$ cat src/rtl/arb_4_rr_pkg.sv
// Shared definitions for the 4-way round-robin arbiter: state encoding,
// hold-counter width and the debug view of internal state.
package arb_4_rr_pkg;

  localparam int HCNT_W = 8;

  typedef enum logic [1:0] {
    ST_IDLE  = 2'd0,
    ST_GRANT = 2'd1
  } state_t;

  typedef struct packed {
    state_t              state;
    logic [1:0]          ptr;
    logic [HCNT_W-1:0]   hcnt;
  } arb_dbg_t;

endpackage

$ cat src/rtl/arb_4_rr_rr_pick_4.sv
// Combinational round-robin pick: first set request at or after ptr,
// scanning ptr, ptr+1, ptr+2, ptr+3 modulo 4.
module rr_pick_4 (
  input  logic [3:0] req,
  input  logic [1:0] ptr,
  output logic       any,
  output logic [1:0] idx
);

  logic       w_found;
  logic [1:0] w_cand;

  always_comb begin
    any     = |req;
    idx     = ptr;
    w_found = 1'b0;
    w_cand  = ptr;
    for (int k = 0; k < 4; k++) begin
      w_cand = ptr + 2'(k);
      if (!w_found && req[w_cand]) begin
        idx     = w_cand;
        w_found = 1'b1;
      end
    end
  end

endmodule

$ cat src/rtl/arb_4_rr.sv
// Four-requester round-robin arbiter with hold limit; drives the select
// lines of the shared 4:1 mux and a one-hot grant back to the requesters.
module arb_4_rr
  import arb_4_rr_pkg::*;
#(
  parameter int HOLD_LIMIT = 16
) (
  input  logic       clk,
  input  logic       reset,
  input  logic [3:0] req,
  input  logic       done,
  output logic [3:0] grant,
  output logic [1:0] Select,
  output logic       busy,
  output logic       expired,
  output arb_dbg_t   dbg
);

  // Handshake: req[i] is a level that must stay high until grant[i] rises
  // (one cycle after sampling); the owner keeps the grant until it raises
  // done, drops req[i], or the hold limit forces release.

  localparam logic [HCNT_W-1:0] HL = HCNT_W'(HOLD_LIMIT);

  state_t            r_state;
  logic [1:0]        r_ptr;
  logic [1:0]        r_owner;
  logic [HCNT_W-1:0] r_hcnt;
  logic [3:0]        r_grant;
  logic [1:0]        r_select;
  logic              r_busy;
  logic              r_expired;

  logic              w_any;
  logic [1:0]        w_idx;
  logic              w_owner_req;
  logic              w_limit;
  logic              w_release;
  logic              w_expire;

  rr_pick_4 u_pick (
    .req (req),
    .ptr (r_ptr),
    .any (w_any),
    .idx (w_idx)
  );

  assign w_owner_req = req[r_owner];
  assign w_limit     = (HL != '0) && (r_hcnt == HL);
  assign w_release   = done || !w_owner_req || w_limit;
  // Only a release caused purely by the limit counts as a forced expiry.
  assign w_expire    = w_limit && !done && w_owner_req;

  always_ff @(posedge clk) begin
    if (reset) begin
      r_state   <= ST_IDLE;
      r_ptr     <= 2'd0;
      r_owner   <= 2'd0;
      r_hcnt    <= '0;
      r_grant   <= 4'b0000;
      r_select  <= 2'b00;
      r_busy    <= 1'b0;
      r_expired <= 1'b0;
    end else begin
      case (r_state)
        ST_IDLE: begin
          r_expired <= 1'b0;
          if (w_any) begin
            r_state  <= ST_GRANT;
            r_owner  <= w_idx;
            r_grant  <= 4'b0001 << w_idx;
            r_select <= w_idx;
            r_busy   <= 1'b1;
            r_hcnt   <= HCNT_W'(1);
          end
        end
        ST_GRANT: begin
          if (w_release) begin
            r_state   <= ST_IDLE;
            r_grant   <= 4'b0000;
            r_busy    <= 1'b0;
            r_ptr     <= r_owner + 2'd1;
            r_expired <= w_expire;
            r_hcnt    <= '0;
          end else if (r_hcnt != '1) begin
            r_hcnt <= r_hcnt + HCNT_W'(1);
          end
        end
        default: begin
          r_state <= ST_IDLE;
        end
      endcase
    end
  end

  assign grant     = r_grant;
  assign Select    = r_select;
  assign busy      = r_busy;
  assign expired   = r_expired;
  assign dbg.state = r_state;
  assign dbg.ptr   = r_ptr;
  assign dbg.hcnt  = r_hcnt;

endmodule

$ cat config.mk
export PLATFORM = sky130hd
export DESIGN_NAME = arb_4_rr
export DESIGN_NICKNAME = d
export VERILOG_FILES = /design/src/rtl/arb_4_rr_pkg.sv /design/src/rtl/arb_4_rr_rr_pick_4.sv /design/src/rtl/arb_4_rr.sv
export SDC_FILE = /design/constraint.sdc
export NUM_CORES = 1
export LEC_CHECK = 0
export ABC_CLOCK_PERIOD_IN_PS = 2100
export BUFFER_PORTS_ARGS = -buffer_cell sky130_fd_sc_hd__buf_2
export CAP_MARGIN = 20
export CORE_MARGIN = 2
export CORE_UTILIZATION = 51
export CTS_CLUSTER_SIZE = 8
export DETAILED_ROUTE_END_ITERATION = 8
export GPL_ROUTABILITY_DRIVEN = 1
export PLACE_DENSITY = 0.82
export SYNTH_ARGS = -nofsm -noshare
export SYNTH_HDL_FRONTEND = slang
export SYNTH_SLANG_ARGS = --single-unit
$ cat constraint.sdc
create_clock -name clk -period 2.1 [get_ports clk]
set_clock_uncertainty 0.05 [all_clocks]
set_input_delay 0.21 -clock clk [delete_from_list [all_inputs] [get_ports clk]]
set_output_delay 0.21 -clock clk [all_outputs]
set_load 0.01 [all_outputs]
* Word-level counts from Yosys, hierarchy flattened *
Index checks and enable logic that the tools add are counted.

word-level totals
  input port bits = 7
  word-level logic and storage cells = 76
  register bits after elaboration = 20
  output and inout port bits = 20

cells by class
  magnitude comparators = 5
  muxes and demuxes = 31
  eq/ne operators = 6
  add/sub/neg operators = 5
  shifts and indexed selects = 1
  reduce and logical (&&, ||, !) cells = 21

operators by type and width
  operator               count
  $mux W8                3
  $pmux W8 S2            1
  $lt A2 B3 Y1 const B   5
  $mux W1                11
  $bmux W1 S2            5
  $mux W2                5
  $add A8 B1 Y8 const B  1
  $eq A8 B5 Y1 const B   1
  $mux W4                2
  $ne A8 B8 Y1 const B   1
  $pmux W4 S2            1
  $reduce_and A2 Y1      4
  $reduce_and A3 Y1      2
  $logic_and A1 B1 Y1    5
  $logic_not A1 Y1       5
  $add A2 B1 Y2 const B  2
  $add A2 B2 Y2 const B  2
  $pmux W1 S2            2
  $pmux W2 S2            1
  $reduce_or A4 Y1       1
  $shl A1 B2 Y4 const A  1
  $ne A3 B3 Y1 const B   1
  $eq A2 B1 Y1 const B   1
  $logic_not A2 Y1       1
  other kinds (4)        5

* Longest topological paths before layout *
Gate-level depths: netlist of run 1.

  depth in word-level cells = 15
  gate-level depth with buffers = 8

* Hierarchy *
A second synthesis of run 1 with hierarchy kept.

second synthesis, totals
  cells, all modules = 135
  area, all modules = 1,093.5 µm²

by module, submodules not included
  module     times used  sequential area each (µm²)  cells each  area each (µm²)
  arb_4_rr   1           360.3                       119         997.2
  rr_pick_4  1           0.0                         16          96.3

* Worst setup path before layout of run 1 *
Ideal clock, no wire load.

  path type = reg-to-reg
  from = register r_hcnt[0]
  to = register r_grant[0], in the netlist grant[0]
  clock period less this slack = 1.693 ns
  cell stages (with the launch flop) = 9
  arrival = 1.528 ns
  path buffers = 1
  data required time = 1.936 ns
  slack = 0.407 ns
  cells stage by stage = dfxtp_1 -> inv_1 -> ha_1 -> nand4bb_1 -> nor4_4 -> o21ai_1 -> nand2b_1 -> buf_4 -> a2bb2o_4

between the ends
  longest elaborated chain between the ends = 4

ends and longest elaborated chain
  what                                RTL line        RTL
  start, declared                     arb_4_rr.sv:28  logic [HCNT_W-1:0] r_hcnt;
  start signal, assigned              arb_4_rr.sv:86  r_hcnt <= r_hcnt + HCNT_W'(1);
  $eq A8 B5 Y1                        arb_4_rr.sv:49  assign w_limit = (HL != '0) && (r_hcnt == HL);
  $logic_or A1 B1 Y1                  arb_4_rr.sv:50  assign w_release = done || !w_owner_req || w_limit;
  $ne A2 B2 Y1 (no source line)       --
  $reduce_and A3 Y1 (no source line)  --
  end signal, assigned                arb_4_rr.sv:71  r_grant <= 4'b0001 << w_idx;
  end, declared                       arb_4_rr.sv:29  logic [3:0] r_grant;

No other way between the ends.
A chain may end at the register's enable or synchronous reset.

* Worst setup path after layout of run 1 *
Ends and elaborated chain as after synthesis.

==> results of run 1 <==
-- area by class of cell --
class / count / area share [%]
Clock buffer: 4 / 2.971
Inverter: 7 / 2.152
Multi-Input combinational cell: 91 / 51.74
Sequential cell: 18 / 29.51
Tap cell: 27 / 2.766
Timing Repair Buffer: 26 / 10.86
-- cells by family (layout without fill, tap and decap cells) --
logic type	after synthesis	after routing	share of synthesized area [%]
AO/OA/AOI/OAI	25	25	18.66
XOR/XNOR	7	7	5.785
adder cells (fa/ha/maj)	2	2	2.361
buffers and inverters	14	37	6.375
flip-flops	18	18	34.00
multiplexers	5	5	4.841
other	1	1	0.3539
AND/OR/NAND/NOR	51	51	27.63
-- per-stage QoR --
step / hold slack [ps] / cell area [um^2] / instances / utilization [%] / setup slack, ps
after floorplan: 341.0 / 1060 / 123 / - / 407.2
after global placement: 398.5 / 1185 / 169 / 60.40 / 297.9
after detailed placement: 404.5 / 1185 / 169 / 60.40 / 209.5
after CTS: 183.6 / 1221 / 173 / 62.24 / 171.4
after global routing: 205.2 / 1221 / 173 / 62.24 / 0.6921
final: 191.7 / 1221 / 173 / 62.24 / 169.8
-- registers in the layout (all words and copies together) (netlist names) --
signal / count
r_hcnt: 8
expired: 1
Select: 2
grant: 4
r_ptr: 2
busy: 1
-- path summary, 6_finish.rpt --
path / start / to / slack (ps) / depth (start not counted)
setup / recovery: r_hcnt[0] / grant[0] / 170 / 7
hold / removal: reset / Select[1] / 190 / 2
setup reg to reg: r_hcnt[0] / grant[0] / 170 / 7
hold reg to reg: grant[2] / grant[2] / 410 / 2
-- metal layers --
layer / wire length (um) / track usage [%] / vias to the layer above
met5: 0 / 0 / -
met4: 19 / 7.870 / 0
met3: 100 / 3.636 / 2
met2: 1109 / 33.56 / 23
met1: 1025 / 24.67 / 452
li1: - / - / 469
-- placed cells by master (no fill, tap or decap), types with 5 or more instances in the layout --
cell type  count
a21oi_1        8
nand2b_1       6
nor2_1        19
o21ai_0        5
inv_1          7
dfxtp_1       18
buf_2         25
-- power groups by stage --
stage	clock (W)	combinational (W)	sequential [W]
global route	0.000233	0.000159	0.000382
finish	0.000208	0.000145	0.000378
global placement	0	0.000140	0.000385
floorplan	0	0.000105	0.000386
CTS	0.000216	0.000145	0.000378
detailed placement	0	0.000144	0.000386
-- worst register-to-register path, cell delays in order, from the launching register on --
cell,delay [ps]
dfxtp_1,360
inv_1,90
ha_1,150
nand4bb_1,150
nor4_4,310
o21ai_1,150
nand2b_1,330
a2bb2o_4,240
==> results.toml, run 1 <==
[status]
status = "complete, no violations"

[pwr]
clock_power_share_pct = 28.5
ir_worst_vdd_mv = 0.3111
switchingPower_w = 0.0002033
intPower_w = 0.0005281
seq_power_share_pct = 51.7
p_leak_nw = 0.4906
power_density_mw_per_mm2 = 599.0
finalPower_w = 0.0007315
p_comb_share_pct = 19.8
swShare_pct = 27.80

[place]
port_buffers = 25
gp_congestion = 0.8611
dp_hpwl_um = 1751

[route]
postRouteWirelength_um = 2255
first_pass_iters = 4
vias_per_cell = 5.468
drcViolationCount = 0
num_vias = 946
drt_iter0_markers = 32
detail_route.wl_per_cell_um = 13.03
postRouteAntennaNets = 0

[cts]
cts_buffers = 3
htreeDepth = 1
cts.clk_slew.worst_paths_ps = 100
cts.sinks = 18
cts_resized = 0
holdBufCountCts = 0
post_cts_buffers = 0
cts_buffer_depth = 2
clock_latency_ps = 290
cts_root_buf = "clkbuf_4"
cts_tree = "built"

[grt]
grt_pass1_vias = 895
grt_start_max_net_pins = 13
grt_antenna_before_repair = 0
grt-ovfl-total = 0
grt_usage_pct = 19.82
grt_pass1_wl_um = 3836

[synth]
yosysSeqAreaShare_pct = 34.00
postSynthAreaPerCell_um2 = 8.616
synth.top_cells.by_count = "19 x nor2_1, 18 x dfxtp_1, 8 x a21oi_1"
synth_top_area_share_pct = 34.00
yosysTopAreaCell = "dfxtp_1"
syn_nets = 132
synthCells = 123
ys.flop_type = "dfxtp_1"
yosys_warnings = 0
synth_most_common_cell = "nor2_1"
synth_seq_cells = 18
synth_edf_count = 0
synth_area_leaders = "dfxtp_1 34%, nor2_1 6.7%, a21oi_1 3.8%"
synth_cell_types = 40
syn_area_mm2 = 0.001060
async_flop_share_pct = 0

[die]
ioPinCount = 27
num_rows = 16
fp.dieArea_mm2 = 0.002459
start_util_pct = 54.02
die_h_um = 49.59
fp.coreArea_mm2 = 0.001962
die_w_um = 49.59

[final_layout]
drive_above_1_share_pct = 26.71
n_antenna_cell = 0
fillers = 206
area_delta_synth_final_pct = 15.23
multi_input_area_um2 = 631.9
regArea_um2 = 360.3
nets = 156

[critical_path]
cp-start-kind = "flop"
critPathKind = "flop to flop"
end_kind = "flop"
crit_family = "simple AND/OR/NAND/NOR gates"
crit_chain = "inv_1 -> ha_1 -> nand4bb_1 -> nor4_4 -> o21ai_1 -> nand2b_1 -> a2bb2o_4"
cp_max_fo = 10
crit_arrival_ps = 2070
path_buf_inv = 1
crit_required_ps = 2240
slowest_delay_ps = 360
critPathSlowestCell = "dfxtp_1"

[timing]
setup_viol = 0
grt_setup_unrepaired = "false"
final_hold_viol_count = 0
fin_setup_tns_ps = 0
fin_crit_ps = 1930
fin_crit_sh_pct = 91.91
finalMaxSlewViolations = 0
fmax_mhz = 518.1

[hold_path]
min_path_type = "primary input to flop"

[job]
drv_cap = 0
Power figures use the tool's default switching activity.
==> run 2, diff against run 1 <==
--- a/config.mk
+++ b/config.mk
@@ -6,9 +6,8 @@
 export NUM_CORES = 1
 export LEC_CHECK = 0
 export ABC_CLOCK_PERIOD_IN_PS = 2100
-export BUFFER_PORTS_ARGS = -buffer_cell sky130_fd_sc_hd__buf_2
+export BUFFER_PORTS_ARGS = -buffer_cell sky130_fd_sc_hd__buf_4
 export CAP_MARGIN = 20
-export CORE_MARGIN = 2
 export CORE_UTILIZATION = 51
 export CTS_CLUSTER_SIZE = 8
 export DETAILED_ROUTE_END_ITERATION = 8
==> run 2 against run 1 <==
Net effect: wire length rose by 6.5%; non-clock buffer count stayed put; sequential share of layout area decreased by 1.4 points; first-iteration DRC count grew 6.3%; count of clock-buffer cells in the layout stayed put.
==> results.toml, run 2 (same netlist as run 1, synthesis figures left out) <==
[status]
status = "complete, no violations"

[critical_path]
critPathKind = "flop to flop"
crit_arrival_ps = 2040
cp_max_fo = 10
critPathSlowestCell = "dfxtp_1"
slowest_delay_ps = 360
crit_required_ps = 2250
crit_chain = "inv_1 -> ha_1 -> nand4bb_1 -> nor4_4 -> o21ai_1 -> nand2b_1 -> a2bb2o_4"
crit_family = "simple AND/OR/NAND/NOR gates"
path_buf_inv = 1
end_kind = "flop"
cp-start-kind = "flop"

[final_layout]
n_antenna_cell = 0
drive_above_1_share_pct = 26.71
layout_commonest_cell = "buf_4"
largest_reg_flops = 8
area_delta_synth_final_pct = 21.13
design_area_mm2 = 0.001284
largest-register = "r_hcnt"
fin_util_pct = 65.43
nets = 156
layout_common_cells = "26 x buf_4, 19 x nor2_1, 18 x dfxtp_1, 8 x a21oi_1, 7 x inv_1"

[pwr]
switchingPower_w = 0.0002096
seq_power_share_pct = 50.6
ir_worst_vdd_mv = 0.5174
power_density_mw_per_mm2 = 584.7
p_comb_share_pct = 21.2
p_leak_nw = 0.4965
swShare_pct = 27.93
intPower_w = 0.0005409
clock_power_share_pct = 28.2
finalPower_w = 0.0007506

[cts]
cts.sinks = 18
cts_tree = "built"
cts_root_buf = "clkbuf_4"
clock_latency_ps = 300
htreeDepth = 1
holdBufCountCts = 0
cts_resized = 0
cts_buffer_depth = 2
post_cts_buffers = 0
cts_buffers = 3
cts.clk_slew.worst_paths_ps = 100

[die]
fp.dieArea_mm2 = 0.002264
start_util_pct = 54.02
num_rows = 16
die_h_um = 47.59
ioPinCount = 27
fp.coreArea_mm2 = 0.001962
die_w_um = 47.59

[timing]
fin_setup_tns_ps = 0
setup_slack_ps = 207.6
fmax_mhz = 528.4
final_hold_viol_count = 0
fin_crit_sh_pct = 90.11
setup_viol = 0
fin_crit_ps = 1892
tightest_slew_ps = 504.9
slew_headroom_pct = 66.12
finalMaxSlewViolations = 0
grt_setup_unrepaired = "false"

[route]
postRouteWirelength_um = 2402
first_pass_iters = 4
drcViolationCount = 0
detail_route.wl_per_cell_um = 13.88
drt_iter0_markers = 34
postRouteAntennaNets = 0
num_vias = 956
vias_per_cell = 5.526

[job]
drv_cap = 0

[place]
pre_cts_slack_ps = 213.4
gp_congestion = 0.8456
dp_hpwl_um = 1772
port_buffers = 25
dpl_cell_area_mm2 = 0.001247

[grt]
grt_pass1_wl_um = 3546
grt_usage_pct = 22.45
grt_pass1_vias = 836
grt_antenna_before_repair = 0
grt-ovfl-total = 0
grt_start_max_net_pins = 13

[hold_path]
min_path_type = "primary input to flop"
run 2: worst paths after layout:
path / startpoint / to / cells past startpoint / slack [ps]
worst max-delay path: r_hcnt[0] / grant[0] / 7 / 210
worst max register to register: r_hcnt[0] / grant[0] / 7 / 210
worst min register to register: grant[2] / grant[2] / 2 / 430
worst min-delay path: reset / r_ptr[0] / 2 / 120
run 2: through the flow:
stage	hold slack (ps)	std cells
floorplan	341.0	123
global placement	398.2	169
detailed placement	413.8	169
CTS	128.0	173
global route	123.6	173
finish	124.2	173
run 2: per-layer routing:
metal | vias to the layer above | GRT usage, % | part of all wire, % | wire length, um
met2 | 31 | 37.53 | 49 | 1182
met5 | - | 0 | 0 | 0
met3 | 9 | 4.528 | 4.9 | 117
li1 | 471 | - | - | -
met1 | 445 | 27.25 | 43 | 1036
met4 | 0 | 11.67 | 2.7 | 65
run 2: layout make-up:
class	count	area (um^2)
Fill cell	182	678.2
Multi-Input combinational cell	91	631.9
Sequential cell	18	360.3
Timing Repair Buffer	26	195.2
Clock buffer	4	36.28
Tap cell	27	33.78
Inverter	7	26.28
run 2: power by group through the flow:
| stage | logic, W | clock network (W) | registers (W) |
|---|---|---|---|
| 2_1_floorplan | 0.000105 | 0 | 0.000386 |
| 3_3_place_gp | 0.000153 | 0 | 0.000386 |
| 3_5_place_dp | 0.000159 | 0 | 0.000387 |
| 4_1_cts | 0.000160 | 0.000214 | 0.000379 |
| 5_1_grt | 0.000175 | 0.000232 | 0.000382 |
| 6_report | 0.000159 | 0.000212 | 0.000379 |
